$ cat config.mk
export PLATFORM = sky130hd
export DESIGN_NAME = bcd_to_bin_seq
export DESIGN_NICKNAME = d
export VERILOG_FILES = /design/src/rtl/bcd_to_bin_seq.sv
export SDC_FILE = /design/constraint.sdc
export NUM_CORES = 1
export LEC_CHECK = 0
export ABC_AREA = 1
export BUFFER_PORTS_ARGS = -buffer_cell sky130_fd_sc_hd__clkbuf_2
export CAP_MARGIN = 20
export CORE_MARGIN = 2
export CORE_UTILIZATION = 27
export DETAILED_ROUTE_END_ITERATION = 6
export PLACE_DENSITY_LB_ADDON = 0.05
export SLEW_MARGIN = 40
export SYNTH_ARGS = -nofsm -noshare
export SYNTH_HDL_FRONTEND = slang
export SYNTH_SLANG_ARGS = --single-unit
$ cat constraint.sdc
create_clock -name clk -period 2.3 [get_ports clk]
set_clock_uncertainty 0.15 [all_clocks]
set_input_delay 0 -clock clk [delete_from_list [all_inputs] [get_ports clk]]
set_output_delay 0 -clock clk [all_outputs]
set_load 0.005 [all_outputs]
$ cat src/rtl/bcd_to_bin_seq.sv
// Sequential packed-BCD to binary converter: one digit per clock, most significant first.
// Valid/ready on both sides, one conversion in flight, flags any nybble above 9.
module bcd_to_bin_seq #(
   parameter int unsigned N = 8,
   parameter int unsigned W = 27
) (
   input  logic             rst,
   input  logic             clk,
   input  logic             in_valid,
   output logic             in_ready,
   input  logic [4*N-1:0]   i,
   output logic             out_valid,
   input  logic             out_ready,
   output logic [W-1:0]     o,
   output logic             err
);

   localparam int unsigned BW = 4 * N;
   localparam int unsigned CW = $clog2(N + 1);

   typedef enum logic [1:0] {
      S_IDLE = 2'd0,
      S_CONV = 2'd1,
      S_DONE = 2'd2
   } state_t;

   state_t          r_state;
   state_t          w_state_nxt;
   logic            r_in_ready;
   logic            r_out_valid;
   logic            w_in_ready_nxt;
   logic            w_out_valid_nxt;
   logic [BW-1:0]   r_sr;
   logic [CW-1:0]   r_cnt;
   logic [W-1:0]    r_acc;
   logic            r_err;
   logic [3:0]      w_digit;
   logic            w_accept;

   assign w_accept = in_valid & r_in_ready & (r_state == S_IDLE);
   assign w_digit  = r_sr[BW-1 -: 4];

   // State register; handshake flags are registered decodes of the next state
   always_ff @(posedge clk or posedge rst) begin
      if (rst) begin
         r_state     <= S_IDLE;
         r_in_ready  <= 1'b0;
         r_out_valid <= 1'b0;
      end else begin
         r_state     <= w_state_nxt;
         r_in_ready  <= w_in_ready_nxt;
         r_out_valid <= w_out_valid_nxt;
      end
   end

   // Next-state logic
   always_comb begin
      w_state_nxt = r_state;
      case (r_state)
         S_IDLE:  if (w_accept)           w_state_nxt = S_CONV;
         S_CONV:  if (r_cnt == CW'(1))    w_state_nxt = S_DONE;
         S_DONE:  if (out_ready)          w_state_nxt = S_IDLE;
         default:                         w_state_nxt = S_IDLE;
      endcase
   end

   // Output decode
   always_comb begin
      w_in_ready_nxt  = 1'b0;
      w_out_valid_nxt = 1'b0;
      if (w_state_nxt == S_IDLE) w_in_ready_nxt  = 1'b1;
      if (w_state_nxt == S_DONE) w_out_valid_nxt = 1'b1;
   end

   // Datapath: acc*10 + digit via shift-add, wrapping at W bits
   always_ff @(posedge clk or posedge rst) begin
      if (rst) begin
         r_sr  <= '0;
         r_cnt <= '0;
         r_acc <= '0;
         r_err <= 1'b0;
      end else begin
         case (r_state)
            S_IDLE: begin
               if (w_accept) begin
                  r_sr  <= i;
                  r_cnt <= CW'(N);
                  r_acc <= '0;
                  r_err <= 1'b0;
               end
            end
            S_CONV: begin
               r_acc <= (r_acc << 3) + (r_acc << 1) + W'(w_digit);
               r_err <= r_err | (w_digit > 4'd9);
               r_sr  <= {r_sr[BW-5:0], 4'h0};
               r_cnt <= r_cnt - CW'(1);
            end
            default: ;
         endcase
      end
   end

   assign in_ready  = r_in_ready;
   assign out_valid = r_out_valid;
   assign o         = r_acc;
   assign err       = r_err;

endmodule

==> run metrics, run 1 <==
critical path arrival=2.36 ns; 1st-iter DRT viols=148; setup violators final=0; Remaining Overflow, GRT=0; main area contributors after synthesis=sky130_fd_sc_hd__dfrtp_1, sky130_fd_sc_hd__nand2_1, sky130_fd_sc_hd__ha_1, sky130_fd_sc_hd__inv_1, sky130_fd_sc_hd__nand3_1; Starting Density=27.4%; min setup slack post-route=0.0224 ns; area of the mapped netlist=4910 µm²; r2r worst-path depth=10; first-pass GRT wire length=25.4 mm; Max Root-Sink Buffers=2; total number of placement rows=49; Clock Tree Root=sky130_fd_sc_hd__clkbuf_16; horizontal die dimension=139 µm; run status=completed; H-Tree Level Count=3; EDFF count, synth=0; clock insertion delay at the later pin of the skew report=0.35 ns; endpoints failing hold=0; count of nets left with antenna violations after detail routing=0; cell type with the highest aggregate area in the netlist=sky130_fd_sc_hd__dfrtp_1; register area share after synthesis=34.6%; Place WS=-0.172 ns; async set or reset register ratio after synthesis=100%; worst-case headroom to the max-slew limit=61.2%; Worst Hold Slack=0.0987 ns; Clk pin slew, worst setup/hold paths=0.07 ns; achievable clock frequency=439 MHz; chain of cells forming the critical path=ha_1, ha_1, nand2_1, inv_1, nand2_1, nand2_1, a21oi_1, nand4_1, nand3_1, nand2_1; antenna diode instance count=0; ratio of routed vias to standard cells=4.52; cts bufs inserted=9; unrepaired setup endpoints after global routing=yes; highest fanout seen on the critical path=5; post-route minimum period=2.28 ns; placed standard-cell area=5750 µm²; Crit Reg-Reg Endpoint=o[25]$_DFFE_PP0P_; global-route total usage across every layer=16.7%; cell type with the highest occurrence count on the critical path=sky130_fd_sc_hd__nand2_1; number of warnings issued by yosys=0; number of sinks handled by clock tree synthesis=68; type of element launching the critical path=flip-flop; area share of the largest cell type after synthesis=34.6%; via count of the routed design=4,891; final non-filler cell area=6950 µm²; number of library cell types mapped by synthesis=34; slew at the pin closest to its max-slew limit=0.581 ns; Top FF cell, synth=sky130_fd_sc_hd__dfrtp_1; clock tree from TritonCTS=done; number of instances in the synthesized netlist=707; DRT Wirelength=15.7 mm; Synth-to-Final Area Change=41.5%; slowest stage cell, crit path=sky130_fd_sc_hd__dfrtp_1; CP Class=flip-flop to flip-flop; share of the clock period used by the worst path=99.0%; setup slack of the most critical reg-to-reg path=0.02 ns; die area=19,300 µm²; buffers added on ports=65; Required @ worst endpoint=2.38 ns; path type of the worst min-delay path=input pin to asynchronous set/reset pin; initial antenna violation count=0; Die Y-Extent=139 µm; top-count cell post-synth=sky130_fd_sc_hd__nand2_1; commonest cells in the synthesized netlist=sky130_fd_sc_hd__nand2_1, sky130_fd_sc_hd__inv_1, sky130_fd_sc_hd__dfrtp_1, sky130_fd_sc_hd__ha_1, sky130_fd_sc_hd__nand3_1; Post-layout nets=935; startpoint of the lowest-slack register-to-register path=o[16]$_DFFE_PP0P_; maximum number of pins on one net before global-route repair=52; synthesized area per cell=6.95 µm²; dpl hpwl=11.7 mm; kind of end point of the critical path=flip-flop; Max Slew Vio Count=0; final estimated routing congestion in global placement=0.824; Std-Cell Core Area=17,900 µm²; vias in the first global route=4,907; average detailed-routed wire length per instance=14.5 µm; maxcap violations=0; Critical Path Start=o[16]$_DFFE_PP0P_; delay of the slowest cell on the worst path=0.42 ns; router iterations before antenna repair=4; Sum Neg Setup Slack=0 ns; Remaining DRCs=0; flops & latches, synth=68; total I/O pin count=66; Mapped Nets=795; fraction of final layout cells with drive strength greater than 1=27.2%
placed cells by master, fill, tap and decap left out, drive strengths merged:
master and n:
clkinvlp 1, xnor2 2, nor2 46, a22o 5
inv 103, and2 1, dlygate4sd3 35, fa 2
o21ai 23, o22ai 2, a22oi 4, bufinv 2
a32o 1, nand4 6, nor3 2, nand3b 2
a21oi 21, nand2 299, clkbuf 74, clkinv 3
xor2 1, buf 44, ha 50, nand3 50
a31oi 1, o211ai 4, dfrtp 68
worst max-delay path by stage:
stage | slack (ns) | cells after the start | end
final | 0.02 | 10 | o[25]$_DFFE_PP0P_
after global routing | -0.13 | 12 | o[22]$_DFFE_PP0P_
after CTS | -0.03 | 11 | o[25]$_DFFE_PP0P_
after detailed placement | -0.17 | 13 | o[25]$_DFFE_PP0P_
after global placement | -0.15 | 11 | o[20]$_DFFE_PP0P_
after floorplan | 0.02 | 12 | o[22]$_DFFE_PP0P_
sequential cells by signal, summed over array words and instances, names as in the netlist:
register / flops
o: 27
err: 1
out_valid: 1
r_state: 2
r_sr: 32
r_cnt: 4
in_ready: 1
per-stage QoR:
step / util [%] / std cells
final: 38.8 / 1081
after CTS: 37.0 / 1079
after global placement: 32.0 / 1024
after detailed placement: 32.1 / 1025
after global routing: 38.8 / 1081
after floorplan: - / 707
kinds of logic (layout without fill, tap and decap cells):
group           Yosys count  after routing  synth area share (%)
simple gates            406            406                  34.0
compound gates           61             61                  7.31
fa+ha+maj                52             52                  13.6
xor+xnor                  3              3                 0.535
flops                    68             68                  34.6
buf+inv                 117            262                  9.91
layer usage:
metal	up-vias	global-route usage [%]	routed length, µm
met5	-	0	0
met4	0	4.47	184
met3	11	2.28	377
met2	69	29.3	7790
met1	2311	21.6	7330
li1	2500	-	-
area by class of cell:
cell class | instances | area (µm²)
fill | 1919 | 11000
multi-input combinational | 522 | 3200
sequential | 68 | 1700
timing repair buffer | 144 | 1060
inverter | 102 | 383
tap | 229 | 287
clock buffer | 9 | 225
clock inverter | 7 | 98.8
worst max-delay path: cells and delay by family, from the launching register on:
kind / cells / cell delay [ns]
compound gates: 1 / 0.22
simple gates: 6 / 0.63
flops: 1 / 0.42
fa+ha+maj: 2 / 0.68
buf+inv: 1 / 0.07
timing repair:
action,CTS,global route
endpoints found under the hold margin,57,0
setup endpoints to repair,19,22
setup buffers,3,2
hold buffers,35,0
resized for setup,48,71
gates cloned,0,0
pin swaps,13,22
Power of run 1 is not shown: default switching activity piles up to over one toggle a cycle in this logic, so the estimate is an artifact.
==> run 2: changes to the inputs <==
--- a/config.mk
+++ b/config.mk
@@ -5,7 +5,6 @@
 export SDC_FILE = /design/constraint.sdc
 export NUM_CORES = 1
 export LEC_CHECK = 0
-export ABC_AREA = 1
 export BUFFER_PORTS_ARGS = -buffer_cell sky130_fd_sc_hd__clkbuf_2
 export CAP_MARGIN = 20
 export CORE_MARGIN = 2
==> run metrics, run 2 <==
run status=complete, but fails checks; violations in the final reports=negative setup slack; final estimated routing congestion in global placement=0.763 (-7.4%); setup violators final=19 (+19); antenna diode instance count=0 (unchanged); worst-case headroom to the max-slew limit=58.2% (-3.0 points); slew at the pin closest to its max-slew limit=0.626 ns (+0.0451 ns); synthesized area per cell=8.84 µm² (+27%); number of instances in the synthesized netlist=487 (-31%); cell type with the highest aggregate area in the netlist=sky130_fd_sc_hd__dfrtp_1; placed standard-cell area=5690 µm² (-1.1%); die area=17,000 µm² (-12%); power dissipated by switching net loads=5.47 mW; 1st-iter DRT viols=163 (+10%); Remaining Overflow, GRT=0 (unchanged); Remaining DRCs=0 (unchanged); Max Slew Vio Count=0 (unchanged); maxcap violations=0 (unchanged); flops & latches, synth=68 (unchanged); DRT Wirelength=13.3 mm (-15%); total leakage power=3.22 nW; slowest stage cell, crit path=sky130_fd_sc_hd__fa_1; async set or reset register ratio after synthesis=100% (unchanged); main area contributors after synthesis=sky130_fd_sc_hd__dfrtp_1, sky130_fd_sc_hd__ha_1, sky130_fd_sc_hd__nand2_1, sky130_fd_sc_hd__a22oi_1, sky130_fd_sc_hd__o21ai_1; Post-layout nets=770 (-18%); router iterations before antenna repair=4 (unchanged); Comb power frac=70.8%; area share of the largest cell type after synthesis=39.5% (+4.9 points); fraction of final layout cells with drive strength greater than 1=38.4% (+11 points); setup slack of the most critical reg-to-reg path=-0.31 ns (-0.33 ns); number of flip-flops under the largest register name=32 (unchanged); total design power=12.6 mW; kind of end point of the critical path=flip-flop; path type of the worst min-delay path=input pin to flip-flop; average detailed-routed wire length per instance=14.7 µm (+1.3%); clock tree from TritonCTS=done; ratio of routed vias to standard cells=4.55 (+0.57%); register area share after synthesis=39.5% (+4.9 points); number of sinks handled by clock tree synthesis=68 (unchanged); Clk pin slew, worst setup/hold paths=0.06 ns (about the same); Clock Tree Root=sky130_fd_sc_hd__clkbuf_16; H-Tree Level Count=3 (unchanged); achievable clock frequency=383 MHz (-13%); highest fanout seen on the critical path=4 (-1); clock insertion delay at the later pin of the skew report=0.34 ns (about the same); total I/O pin count=66 (unchanged); filler cell count=1,587 (-17%); delay of the slowest cell on the worst path=0.58 ns (+0.16 ns); Clock power frac=11.6%; cell type with the highest occurrence count on the critical path=sky130_fd_sc_hd__inv_2; Die Y-Extent=130 µm (-6.2%); Worst Hold Slack=0.0204 ns (-0.0783 ns); critical path arrival=2.67 ns (+0.31 ns); unrepaired setup endpoints after global routing=yes; via count of the routed design=4,109 (-16%); total number of placement rows=46 (-6.1%); Std-Cell Core Area=15,700 µm² (-12%); count of nets left with antenna violations after detail routing=0 (unchanged); initial antenna violation count=0 (unchanged); commonest cells in the synthesized netlist=sky130_fd_sc_hd__nand2_1, sky130_fd_sc_hd__dfrtp_1, sky130_fd_sc_hd__ha_1, sky130_fd_sc_hd__o21ai_1; top-count cell post-synth=sky130_fd_sc_hd__nand2_1; dpl hpwl=9.68 mm (-17%); buffers added on ports=65 (unchanged); final non-filler cell area=6770 µm² (-2.6%); cts bufs inserted=9 (unchanged); global-route total usage across every layer=16.9% (+0.20 points); Mapped Nets=575 (-28%); maximum number of pins on one net before global-route repair=40 (-23%); area of the mapped netlist=4310 µm² (-12%); CP Class=flip-flop to flip-flop; Max Root-Sink Buffers=2 (unchanged); total power divided by cell area=1860 nW/µm²; Reg power frac=17.5%; Top FF cell, synth=sky130_fd_sc_hd__dfrtp_1; number of library cell types mapped by synthesis=45 (+32%); number of warnings issued by yosys=0 (unchanged); Place WS=-0.412 ns (-0.240 ns); min setup slack post-route=-0.309 ns (-0.331 ns); most common cell after layout, fill and taps aside=sky130_fd_sc_hd__nand2_1; EDFF count, synth=0 (unchanged); first-pass GRT wire length=22.2 mm (-13%); worst voltage drop across the vdd grid=0.627 mV; sequential cell area in the final layout=1710 µm² (about the same); endpoints failing hold=0 (unchanged); Starting Density=27.4% (about the same); Multi-input gate area=2890 µm² (-9.4%); type of element launching the critical path=flip-flop; post-route minimum period=2.61 ns (+0.331 ns); cell-internal power=7.12 mW; most frequent cells in the layout=sky130_fd_sc_hd__nand2_1, sky130_fd_sc_hd__buf_4, sky130_fd_sc_hd__dfrtp_1, sky130_fd_sc_hd__clkbuf_2, sky130_fd_sc_hd__ha_1; switching share of power=43.5%; largest reg by FF count=r_sr; share of the clock period used by the worst path=113% (+14 points); chain of cells forming the critical path=inv_2, fa_1, inv_2, ha_4, a21oi_4, nor2_4, or3_1, a21o_1, a21oi_2, xor2_1, o21ai_1; vias in the first global route=4,328 (-12%); horizontal die dimension=130 µm (-6.2%); Required @ worst endpoint=2.37 ns (about the same); Synth-to-Final Area Change=57.2%
[run 2: cell count changes after synthesis, moves of 9 or more]
cell	previous run	this run
sky130_fd_sc_hd__a22oi_1	4	28
sky130_fd_sc_hd__xor2_1	1	10
sky130_fd_sc_hd__nand3_1	48	19
sky130_fd_sc_hd__o21ai_1	7	29
sky130_fd_sc_hd__nand2_1	293	107
sky130_fd_sc_hd__inv_1	99	17
sky130_fd_sc_hd__clkbuf_1	5	19
sky130_fd_sc_hd__nor2_1	37	19
sky130_fd_sc_hd__xnor2_1	2	12
[run 2: critical path, delay by kind of cell (launching register included)]
family,cells,cell delay [ns]
AND/OR/NAND/NOR,2,0.38
buffers and inverters,2,0.11
adder cells (fa/ha/maj),2,0.79
AO/OA/AOI/OAI,4,0.54
flip-flops,1,0.36
XOR/XNOR,1,0.15
[run 2: metrics by stage]
| stage | utilization [%] | TNS [ns] | instances |
|---|---|---|---|
| after global placement | 35.9 | -4.93 | 841 |
| after CTS | 42.7 | -3.89 | 903 |
| final | 43.1 | -3.84 | 903 |
| after floorplan | - | -1.29 | 487 |
| after global routing | 43.1 | -6.17 | 903 |
| after detailed placement | 36.2 | -5.30 | 843 |
[run 2: final timing paths]
| check | start | cells past startpoint | endpoint |
|---|---|---|---|
| max in group asynchronous | rst | 4 | o[2]$_DFFE_PP0P_ |
| min in group asynchronous | rst | 3 | o[18]$_DFFE_PP0P_ |
| hold reg to reg | r_sr[18]$_DFFE_PP0P_ | 2 | r_sr[18]$_DFFE_PP0P_ |
| setup reg to reg | r_sr[31]$_DFFE_PP0P_ | 11 | o[9]$_DFFE_PP0P_ |
| hold / removal | in_valid | 4 | r_state[0]$_DFF_PP0_ |
| setup / recovery | r_sr[31]$_DFFE_PP0P_ | 11 | o[9]$_DFFE_PP0P_ |
[run 2: repair_timing]
action | in CTS | in global routing
pin swaps | 21 | 17
setup buffers | 10 | 1
gates resized for setup | 50 | 12
hold endpoints to repair | 56 | 0
hold buffers | 34 | 0
setup endpoints to repair | 20 | 21
[run 2: cells by family (layout without fill, tap and decap cells)]
kind of cell,Yosys count,count (layout),share of synthesized area (%)
buffers and inverters,40,240,3.57
DFF,68,68,39.5
xor gates and xnor gates,22,22,4.47
AOI/OAI and AO/OA,130,130,19.3
and+or+nand+nor,175,175,17.7
adders and majority gates,52,52,15.5
[run 2: final cells by class]
cell class | instances | area share (%)
repair buffers | 207 | 22.6
flip-flops and latches | 68 | 25.2
inverters | 17 | 0.943
clock inverters | 7 | 1.18
well taps | 216 | 3.99
multi-input cells | 379 | 42.7
clock buffers | 9 | 3.33
[run 2: power by group through the flow]
stage | Combinational [mW] | Clock (mW) | Sequential (mW)
floorplan | 4.51 | 0 | 2.15
finish | 8.92 | 1.46 | 2.21
global route | 9.98 | 1.56 | 2.29
detailed placement | 7.88 | 0 | 2.21
CTS | 8.86 | 1.50 | 2.22
global placement | 7.78 | 0 | 2.21
[run 2: per-layer routing]
layer	track usage, %	part of all wire (%)
met1	22.6	49
met2	27.9	47
met3	2.71	2.7
met4	5.31	1.3
met5	0	0
(Power assumes the default switching activity.)
==> run 3: changes to the inputs <==
--- a/config.mk
+++ b/config.mk
@@ -11,7 +11,10 @@
 export CORE_UTILIZATION = 27
 export DETAILED_ROUTE_END_ITERATION = 6
 export PLACE_DENSITY_LB_ADDON = 0.05
+export RECOVER_POWER = 100
+export SKIP_LAST_GASP = 1
 export SLEW_MARGIN = 40
 export SYNTH_ARGS = -nofsm -noshare
 export SYNTH_HDL_FRONTEND = slang
 export SYNTH_SLANG_ARGS = --single-unit
+export TNS_END_PERCENT = 50
==> run metrics, run 3 (synthesized netlist as in run 2, its figures left out) <==
violations in the final reports=negative setup slack; min setup slack post-route=-0.392 ns (-0.0833 ns); Die Y-Extent=130 µm (unchanged); largest reg by FF count=r_sr; slew at the pin closest to its max-slew limit=0.862 ns (+0.236 ns); maximum number of pins on one net before global-route repair=52 (+30%); buffers added on ports=65 (unchanged); critical path arrival=2.76 ns (+0.09 ns); via count of the routed design=4,202 (+2.3%); achievable clock frequency=371 MHz (-3.1%); router iterations before antenna repair=4 (unchanged); ratio of routed vias to standard cells=4.62 (+1.5%); first-pass GRT wire length=21.5 mm (-3.5%); Comb power frac=69.4% (-1.4 points); kind of end point of the critical path=flip-flop; 1st-iter DRT viols=207 (+27%); path type of the worst min-delay path=input pin to asynchronous set/reset pin; Max Slew Vio Count=0 (unchanged); horizontal die dimension=130 µm (unchanged); power dissipated by switching net loads=5.17 mW (-5.6%); sum of met3 wire segment lengths after detailed routing=403 µm (+14%); H-Tree Level Count=3 (unchanged); Synth-to-Final Area Change=51.0%; met1 layer wirelength in the final routing=6.33 mm (-2.8%); antenna diode instance count=0 (unchanged); total design power=11.8 mW (-6.1%); vias in the first global route=4,181 (-3.4%); Starting Density=27.4% (unchanged); filler cell count=1,619 (+2.0%); setup slack of the most critical reg-to-reg path=-0.39 ns (-0.08 ns); die area=17,000 µm² (unchanged); most frequent cells in the layout=sky130_fd_sc_hd__nand2_1, sky130_fd_sc_hd__buf_4, sky130_fd_sc_hd__dfrtp_1; endpoints failing hold=0 (unchanged); Required @ worst endpoint=2.37 ns (about the same); global-route total usage across every layer=16.3% (-0.52 points); number of flip-flops under the largest register name=32 (unchanged); worst-case headroom to the max-slew limit=42.5% (-16 points); clock insertion delay at the later pin of the skew report=0.34 ns (about the same); highest metal used=met4; switching share of power=43.7% (+0.20 points); run status=complete, but fails checks; most common cell after layout, fill and taps aside=sky130_fd_sc_hd__nand2_1; average detailed-routed wire length per instance=14.5 µm (-1.4%); cell-internal power=6.66 mW (-6.4%); Remaining DRCs=0 (unchanged); Std-Cell Core Area=15,700 µm² (unchanged); count of nets left with antenna violations after detail routing=0 (unchanged); total leakage power=3.17 nW (-1.5%); type of element launching the critical path=flip-flop; Crit Reg-Reg Endpoint=o[9]$_DFFE_PP0P_; Worst Hold Slack=0.218 ns (+0.198 ns); final estimated routing congestion in global placement=0.797 (+4.4%); CP Class=flip-flop to flip-flop; highest fanout seen on the critical path=4 (unchanged); Remaining Overflow, GRT=0 (unchanged); Clock power frac=12.0% (+0.4 points); fraction of final layout cells with drive strength greater than 1=32.4% (-6.0 points); share of the core filled with cells=41.4% (-1.7 points); Max Root-Sink Buffers=2 (unchanged); setup violators final=20 (+1); Post-layout nets=777 (+0.91%); startpoint of the lowest-slack register-to-register path=o[2]$_DFFE_PP0P_; maxcap violations=0 (unchanged); total power divided by cell area=1820 nW/µm² (-2.2%); total number of placement rows=46 (unchanged); initial antenna violation count=0 (unchanged); clock tree from TritonCTS=done; cts bufs inserted=9 (unchanged); unrepaired setup endpoints after global routing=yes; share of the clock period used by the worst path=117% (+3.6 points); Clk pin slew, worst setup/hold paths=0.06 ns (about the same); r2r worst-path depth=11 (unchanged); Reg power frac=18.5% (+1.0 points); met2 routed wirelength=6.28 mm (+0.82%); worst voltage drop across the vdd grid=0.464 mV (-26%); DRT Wirelength=13.2 mm (-0.63%); number of sinks handled by clock tree synthesis=68 (unchanged); total I/O pin count=66 (unchanged); dpl hpwl=9.56 mm (-1.2%); post-route minimum period=2.69 ns (+0.0833 ns); Clock Tree Root=sky130_fd_sc_hd__clkbuf_16
run 3: cell count changes in the layout (fill, tap and decap cells not counted), sizes merged:
cell / delta
buf: -16
clkbuf: +22
clkinv: +5
clkinvlp: -2
dlygate4sd3: +1
inv: -3
run 3: power by group through the flow:
stage / clock network (mW) / logic, mW / registers [mW]
floorplan: 0 / 4.39 / 2.15
global placement: 0 / 7.74 / 2.22
detailed placement: 0 / 7.81 / 2.23
CTS: 1.47 / 8.05 / 2.21
global route: 1.53 / 9.23 / 2.28
finish: 1.42 / 8.21 / 2.19
run 3: area by class of cell:
| cell class | count | area (µm²) | area share [%] |
|---|---|---|---|
| well taps | 216 | 270 | 4.16 |
| inverters | 17 | 63.8 | 0.982 |
| clock buffers | 9 | 225 | 3.46 |
| repair buffers | 214 | 1520 | 23.3 |
| flip-flops and latches | 68 | 1700 | 26.2 |
| multi-input cells | 379 | 2650 | 40.8 |
| clock inverters | 7 | 75.1 | 1.15 |
run 3: worst max path at each step:
stage / slack, ns / depth (start not counted) / start / end
CTS: -0.38 / 11 / o[2]$_DFFE_PP0P_ / o[9]$_DFFE_PP0P_
floorplan: -0.31 / 11 / o[2]$_DFFE_PP0P_ / o[9]$_DFFE_PP0P_
finish: -0.39 / 11 / o[2]$_DFFE_PP0P_ / o[9]$_DFFE_PP0P_
global placement: -0.60 / 10 / o[16]$_DFFE_PP0P_ / o[24]$_DFFE_PP0P_
global route: -0.49 / 11 / o[2]$_DFFE_PP0P_ / o[9]$_DFFE_PP0P_
detailed placement: -0.54 / 10 / o[16]$_DFFE_PP0P_ / o[24]$_DFFE_PP0P_
run 3: per-stage QoR:
stage	TNS (ns)	area, µm²	std cells	setup slack [ns]
after floorplan	-1.37	4370	487	-0.307
after global placement	-4.89	5650	845	-0.602
after detailed placement	-5.25	5670	846	-0.540
after CTS	-4.97	6410	904	-0.375
after global routing	-7.69	6500	910	-0.493
final	-4.96	6500	910	-0.392
run 3: repair_timing:
item | CTS | global route
pin swaps | 7 | 11
buffers inserted | 7 | 6
hold buffers | 35 | 0
endpoints found under the hold margin | 68 | 0
setup endpoints to repair | 20 | 22
cloned | 0 | 0
resized for setup | 8 | 15
run 3: worst max-delay path, stage by stage (launching register included):
cell and delay, ns:
sky130_fd_sc_hd__dfrtp_1 0.36, sky130_fd_sc_hd__inv_2 0.05, sky130_fd_sc_hd__fa_1 0.59, sky130_fd_sc_hd__inv_2 0.06, sky130_fd_sc_hd__ha_4 0.22, sky130_fd_sc_hd__a21oi_4 0.17, sky130_fd_sc_hd__nor2_4 0.07, sky130_fd_sc_hd__or3_4 0.33
sky130_fd_sc_hd__a21o_1 0.20, sky130_fd_sc_hd__a21oi_2 0.15, sky130_fd_sc_hd__xor2_1 0.15, sky130_fd_sc_hd__o21ai_1 0.07
run 3: routing by layer:
layer / GRT usage (%) / vias to the layer above
met4: 5.31 / 0
met5: 0 / -
met2: 26.9 / 62
met1: 22.1 / 1993
li1: - / 2135
met3: 2.46 / 12
